`config.mk`:
```
export PLATFORM = sky130hd
export DESIGN_NAME = id_ex_stage
export DESIGN_NICKNAME = d
export VERILOG_FILES = /design/src/rtl/pipe_pkg.sv /design/src/rtl/id_hazard_unit.sv /design/src/rtl/id_ex_stage.sv
export SDC_FILE = /design/constraint.sdc
export NUM_CORES = 1
export LEC_CHECK = 0
export ABC_AREA = 1
export CAP_MARGIN = 30
export CORE_MARGIN = 10
export CORE_UTILIZATION = 46
export CTS_CLUSTER_DIAMETER = 120
export DETAILED_ROUTE_END_ITERATION = 6
export PLACE_DENSITY = 0.95
export SLEW_MARGIN = 20
export SYNTH_ARGS = -nofsm -noshare
export SYNTH_HDL_FRONTEND = slang
export SYNTH_SLANG_ARGS = --single-unit
```
`constraint.sdc`:
```
create_clock -name Clk -period 3.6 [get_ports Clk]
set_input_delay 0.54 -clock Clk [delete_from_list [all_inputs] [get_ports Clk]]
set_output_delay 0.54 -clock Clk [all_outputs]
set_load 0.01 [all_outputs]
```
`src/rtl/pipe_pkg.sv`:
```
// Shared pipeline types: decoded control bundle, ALU op encodings and datapath widths.
package pipe_pkg;

    localparam int PIPE_XLEN   = 32;
    localparam int PIPE_REG_AW = 5;

    typedef enum logic [3:0] {
        ALU_ADD  = 4'h0,
        ALU_SUB  = 4'h1,
        ALU_AND  = 4'h2,
        ALU_OR   = 4'h3,
        ALU_XOR  = 4'h4,
        ALU_SLL  = 4'h5,
        ALU_SRL  = 4'h6,
        ALU_SRA  = 4'h7,
        ALU_SLT  = 4'h8,
        ALU_SLTU = 4'h9,
        ALU_LUI  = 4'hA
    } alu_op_e;

    typedef struct packed {
        alu_op_e alu_op;
        logic    alu_src;
        logic    mem_read;
        logic    mem_write;
        logic    reg_write_en;
        logic    mem_to_reg;
    } ctrl_t;

    localparam ctrl_t CTRL_NOP = '{alu_op: ALU_ADD, default: 1'b0};

    // Saturating increment for 32-bit event counters.
    function automatic logic [31:0] sat_inc32(input logic [31:0] cnt);
        return (cnt == 32'hFFFF_FFFF) ? cnt : cnt + 32'd1;
    endfunction

endpackage

```
`src/rtl/id_hazard_unit.sv`:
```
// Combinational ID-stage logic: operand select with x0 forcing and WB bypass,
// load-use detection and the stall request toward IF/ID.
module id_hazard_unit
    import pipe_pkg::*;
#(
    parameter int XLEN   = PIPE_XLEN,
    parameter int REG_AW = PIPE_REG_AW
) (
    input  logic              in_valid,
    input  logic [REG_AW-1:0] rs1,
    input  logic [REG_AW-1:0] rs2,
    input  logic [XLEN-1:0]   read_data1,
    input  logic [XLEN-1:0]   read_data2,
    input  logic              wb_reg_write,
    input  logic [REG_AW-1:0] wb_rd,
    input  logic [XLEN-1:0]   wb_data,
    input  logic              ex_valid,
    input  logic              ex_mem_read,
    input  logic [REG_AW-1:0] ex_rd,
    input  logic              flush,
    input  logic              ex_hold,
    output logic [XLEN-1:0]   op1,
    output logic [XLEN-1:0]   op2,
    output logic              load_use,
    output logic              stall
);

    // The register file writes on the edge, so a same-cycle read is stale and WB must bypass it.
    function automatic logic [XLEN-1:0] sel_operand(
        input logic [REG_AW-1:0] rs,
        input logic [XLEN-1:0]   rf_data,
        input logic              wb_we,
        input logic [REG_AW-1:0] wb_idx,
        input logic [XLEN-1:0]   wb_val
    );
        if (rs == {REG_AW{1'b0}}) begin
            return {XLEN{1'b0}};
        end else if (wb_we && (wb_idx == rs)) begin
            return wb_val;
        end else begin
            return rf_data;
        end
    endfunction

    logic hit_s;

    // Operand select and hazard detection.
    always_comb begin
        op1      = sel_operand(rs1, read_data1, wb_reg_write, wb_rd, wb_data);
        op2      = sel_operand(rs2, read_data2, wb_reg_write, wb_rd, wb_data);
        hit_s    = (ex_rd == rs1) || (ex_rd == rs2);
        load_use = in_valid && ex_valid && ex_mem_read &&
                   (ex_rd != {REG_AW{1'b0}}) && hit_s;
        stall    = (load_use || ex_hold) && !flush;
    end

endmodule

```
`src/rtl/id_ex_stage.sv`:
```
// ID/EX pipeline register with flush/hold/bubble priority.
// Optional performance counters enabled by defining ID_EX_PERF_CNT_EN.
module id_ex_stage
    import pipe_pkg::*;
#(
    parameter int XLEN   = PIPE_XLEN,
    parameter int REG_AW = PIPE_REG_AW
) (
    input  logic              Clk,
    input  logic              Rst_n,
    input  logic              InValid,
    input  logic [XLEN-1:0]   InPC,
    input  logic [REG_AW-1:0] Rs1,
    input  logic [REG_AW-1:0] Rs2,
    input  logic [REG_AW-1:0] Rd,
    input  logic [XLEN-1:0]   Imm,
    input  ctrl_t             InCtrl,
    input  logic [XLEN-1:0]   ReadData1,
    input  logic [XLEN-1:0]   ReadData2,
    output logic              RegRead,
    input  logic              WbRegWrite,
    input  logic [REG_AW-1:0] WbRd,
    input  logic [XLEN-1:0]   WbData,
    input  logic              Flush,
    input  logic              ExHold,
    output logic              Stall,
    output logic              ExValid,
    output logic [XLEN-1:0]   ExPC,
    output logic [XLEN-1:0]   ExImm,
    output logic [XLEN-1:0]   ExOp1,
    output logic [XLEN-1:0]   ExOp2,
    output logic [REG_AW-1:0] ExRs1,
    output logic [REG_AW-1:0] ExRs2,
    output logic [REG_AW-1:0] ExRd,
    output ctrl_t             ExCtrl
`ifdef ID_EX_PERF_CNT_EN
    ,
    output logic [31:0]       StallCount,
    output logic [31:0]       FlushCount
`endif
);

    logic [XLEN-1:0]   op1_s;
    logic [XLEN-1:0]   op2_s;
    logic              load_use_s;
    logic              ex_valid_r;
    logic [XLEN-1:0]   ex_pc_r;
    logic [XLEN-1:0]   ex_imm_r;
    logic [XLEN-1:0]   ex_op1_r;
    logic [XLEN-1:0]   ex_op2_r;
    logic [REG_AW-1:0] ex_rs1_r;
    logic [REG_AW-1:0] ex_rs2_r;
    logic [REG_AW-1:0] ex_rd_r;
    ctrl_t             ex_ctrl_r;

    id_hazard_unit #(
        .XLEN   (XLEN),
        .REG_AW (REG_AW)
    ) u_hazard (
        .in_valid     (InValid),
        .rs1          (Rs1),
        .rs2          (Rs2),
        .read_data1   (ReadData1),
        .read_data2   (ReadData2),
        .wb_reg_write (WbRegWrite),
        .wb_rd        (WbRd),
        .wb_data      (WbData),
        .ex_valid     (ex_valid_r),
        .ex_mem_read  (ex_ctrl_r.mem_read),
        .ex_rd        (ex_rd_r),
        .flush        (Flush),
        .ex_hold      (ExHold),
        .op1          (op1_s),
        .op2          (op2_s),
        .load_use     (load_use_s),
        .stall        (Stall)
    );

    // ID/EX register: flush beats hold, hold beats bubble, otherwise load.
    always_ff @(posedge Clk or negedge Rst_n) begin
        if (!Rst_n) begin
            ex_valid_r <= 1'b0;
            ex_pc_r    <= {XLEN{1'b0}};
            ex_imm_r   <= {XLEN{1'b0}};
            ex_op1_r   <= {XLEN{1'b0}};
            ex_op2_r   <= {XLEN{1'b0}};
            ex_rs1_r   <= {REG_AW{1'b0}};
            ex_rs2_r   <= {REG_AW{1'b0}};
            ex_rd_r    <= {REG_AW{1'b0}};
            ex_ctrl_r  <= CTRL_NOP;
        end else if (Flush) begin
            ex_valid_r <= 1'b0;
            ex_ctrl_r  <= CTRL_NOP;
        end else if (ExHold) begin
            ex_valid_r <= ex_valid_r;
        end else if (load_use_s) begin
            ex_valid_r <= 1'b0;
            ex_ctrl_r  <= CTRL_NOP;
        end else begin
            ex_valid_r <= InValid;
            ex_pc_r    <= InPC;
            ex_imm_r   <= Imm;
            ex_op1_r   <= op1_s;
            ex_op2_r   <= op2_s;
            ex_rs1_r   <= Rs1;
            ex_rs2_r   <= Rs2;
            ex_rd_r    <= Rd;
            // An invalid entry must never carry live control bits into EX.
            ex_ctrl_r  <= InValid ? InCtrl : CTRL_NOP;
        end
    end

    assign RegRead = InValid;
    assign ExValid = ex_valid_r;
    assign ExPC    = ex_pc_r;
    assign ExImm   = ex_imm_r;
    assign ExOp1   = ex_op1_r;
    assign ExOp2   = ex_op2_r;
    assign ExRs1   = ex_rs1_r;
    assign ExRs2   = ex_rs2_r;
    assign ExRd    = ex_rd_r;
    assign ExCtrl  = ex_ctrl_r;

`ifdef ID_EX_PERF_CNT_EN
    logic [31:0] stall_cnt_r;
    logic [31:0] flush_cnt_r;

    // Saturating event counters; holds are not counted as load-use stalls.
    always_ff @(posedge Clk or negedge Rst_n) begin
        if (!Rst_n) begin
            stall_cnt_r <= 32'd0;
            flush_cnt_r <= 32'd0;
        end else begin
            if (load_use_s && !Flush && !ExHold) begin
                stall_cnt_r <= sat_inc32(stall_cnt_r);
            end else begin
                stall_cnt_r <= stall_cnt_r;
            end
            if (Flush) begin
                flush_cnt_r <= sat_inc32(flush_cnt_r);
            end else begin
                flush_cnt_r <= flush_cnt_r;
            end
        end
    end

    assign StallCount = stall_cnt_r;
    assign FlushCount = flush_cnt_r;
`endif

endmodule

```
==> flow_metrics.env <==
export IMPL_critPathSlowestCell="clkdlybuf4s50_1"
export IMPL_dr_pass1_iters=5
export IMPL_rr_endpoint="ExPC[16]"
export IMPL_design_area_um2=12100
export IMPL_ff2ff_setup_slack_ps=1220
export IMPL_place_area_um2=11400
export IMPL_netlist_top_cells_area="dfrtp_1, nand2_1, nor2_1"
export IMPL_syn_area_um2=7860
export IMPL_cts_resized=0
export IMPL_finClkSkew_ps=9.01
export IMPL_synthCells=1113
export IMPL_hold_viol_final=0
export IMPL_grt_usage_pct=25.3
export IMPL_drv_cap=0
export IMPL_vias_per_cell=5.14
export IMPL_path_cells="clkdlybuf4s50_1 > inv_1 > nand2_1 > nand2_1 > nor2_1 > nand3_1 > nand2_1 > a21oi_4 > nor2_1 > clkdlybuf4s50_1"
export IMPL_cts_tree="built"
export IMPL_post_place_ws_ps=616
export IMPL_worstPathMaxFanout=4
export IMPL_yosysTopAreaCell="dfrtp_1"
export IMPL_gr_total_overflow=0
export IMPL_area_growth_syn_to_layout_pct=53.5
export IMPL_hold_buffers=0
export IMPL_htreeDepth=4
export IMPL_ant_nets=0
export IMPL_crit_required_ps=3060
export IMPL_status="finished, final reports clean"
export IMPL_fin_util_pct=72.5
export IMPL_hp_class="in2async"
export IMPL_synth_nets=1308
export IMPL_leakagePower_nw=6.39
export IMPL_dp_final_hpwl_mm=21.7
export IMPL_worst_setup_path_start_kind="input pin"
export IMPL_max_vdd_ir_drop_uv=318
export IMPL_clk_latency_ps=410
export IMPL_core_um2=16600
export IMPL_clock_sinks=153
export IMPL_ios=350
export IMPL_arrival_ps=2390
export IMPL_cts_buffers_inserted=17
export IMPL_path_class="in2out"
export IMPL_fin_nets=1615
export IMPL_finalWorstPathRequiredPeriod_ps=2930
export IMPL_layout_commonest_cell="nand2_1"
export IMPL_regArea_um2=3830
export IMPL_critical_path_top_delay_family="buffers and inverters"
export IMPL_grt_pass1_vias=8186
export IMPL_path_common_cell="nand2_1"
export IMPL_setup_ws_ps=666
export IMPL_gp_congestion=0.869
export IMPL_cts_max_path_buffers=2
export IMPL_drc=0
export IMPL_ys_ff_latch=153
export IMPL_timing_hold_ws_ps=158
export IMPL_synth_top_area_share_pct=48.7
export IMPL_tightestPinTransition_ps=810
export IMPL_portBuffers=349
export IMPL_grt_antenna_before_repair=3
export IMPL_syn_area_per_cell_um2=7.06
export IMPL_die_w_um=151
export IMPL_slowest_delay_ps=570
export IMPL_grt_pass1_wl_mm=45.1
export IMPL_drt_initial_drc_count=605
export IMPL_max_slew_margin_pct=46.0
export IMPL_wl_per_cell_um=18.1
export IMPL_start_util_pct=47.2
export IMPL_reg2regPathDepth=11
export IMPL_cts_setup_buffers=0
export IMPL_finalCritPeriodShare_pct=81.5
export IMPL_drv_slew=0
export IMPL_wirelength_mm=30.0
export IMPL_rsz0062_at_grt="false"
export IMPL_yosys_warnings=0
export IMPL_max_clock_freq_ghz=0.341
export IMPL_root_buffer="clkbuf_16"
export IMPL_grt_start_max_net_pins=144
export IMPL_fin_setup_tns_ps=0
export IMPL_synth_cell_types=19
export IMPL_critPathBufInv=3
export IMPL_r2r_start="ExRd[4]"
export IMPL_layout_drive_gt1_share_pct=3.70
export IMPL_fill_cells=1248
export IMPL_power_density_nw_per_um2=440
export IMPL_die_area_um2=22700
export IMPL_endpoint_kind="output port"
export IMPL_row_count=47
export IMPL_final_cell_mix="nand2_1, clkdlybuf4s50_1, dfrtp_1"
export IMPL_die_h_um=151
export IMPL_num_vias=8504
export IMPL_seq_area_frac_synth_pct=48.7
export IMPL_clkTransAtPathRegs_ps=60
export IMPL_multiInputGateArea_um2=3320
export IMPL_setup_viol=0
[worst max path at each step]
stage | start | endpoint | slack [ps] | cells past startpoint
floorplan | Rs1[3] | Stall | 1660 | 9
global placement | Rs1[0] | ExOp1[20] | 640 | 12
detailed placement | Rs1[0] | ExOp1[25] | 620 | 12
CTS | Rs1[0] | Stall | 670 | 10
global route | Rs2[1] | Stall | 560 | 10
finish | Rs1[0] | Stall | 670 | 10
[final cells by class]
| cell class | count | share of cell area, % |
|---|---|---|
| antenna | 2 | 0.0415 |
| clock buffer | 17 | 3.53 |
| clock inverter | 15 | 1.67 |
| inverter | 97 | 3.04 |
| multi-input combinational | 790 | 27.5 |
| sequential | 153 | 31.7 |
| tap | 220 | 2.28 |
| timing repair buffer | 361 | 30.1 |
[Yosys cell counts]
master / number
buf_6: 8
dfrtp_1: 153
nand3_2: 2
buf_4: 2
xnor2_1: 2
inv_1: 94
nor3_1: 2
buf_1: 3
nor2_1: 145
nand3_1: 71
clkbuf_1: 41
nand2_1: 476
nand4_1: 80
inv_2: 3
o21bai_1: 1
nand2_2: 1
a21oi_1: 1
o21ai_0: 9
buf_2: 19
[metal layers]
| layer | vias up | part of all wire, % | global-route usage (%) |
|---|---|---|---|
| met4 | 0 | 3.5 | 11.2 |
| met1 | 3922 | 36 | 28.2 |
| met3 | 63 | 12 | 9.57 |
| met2 | 449 | 48 | 42.3 |
| met5 | - | 0 | 0 |
| li1 | 4070 | - | - |
[cell families after synthesis]
| kind of cell | share of synthesized area (%) |
|---|---|
| and+or+nand+nor | 41.0 |
| buffers and inverters | 9.28 |
| DFF | 48.7 |
| AOI/OAI and AO/OA | 0.733 |
| xor gates and xnor gates | 0.223 |
[worst reg2reg max path, delay by kind of cell (launching register included)]
kind                   cells  cell delay [ps]
DFF                        1              470
buffers and inverters      2              490
and+or+nand+nor            9             1300
[sequential cells by signal, indices dropped and copies added, names as in the netlist]
name / cells
ExCtrl: 9
ExOp1: 32
ExRd: 5
ExRs1: 5
ExPC: 32
ExRs2: 5
ExImm: 32
ExValid: 1
ExOp2: 32
[per-stage QoR]
stage / std cells / total power [mW]
after detailed placement: 1621 / 3.43
final: 1655 / 5.31
after global routing: 1655 / 5.55
after global placement: 1621 / 3.39
after floorplan: 1113 / 2.56
after CTS: 1653 / 5.35
[where the power goes]
part / switching (mW) / total, mW / internal [mW]
sequential: 0.142 / 2.07 / 1.93
clock: 0.784 / 1.91 / 1.12
combinational: 0.622 / 1.33 / 0.703
Note: power is estimated with default switching activity, not from simulation.
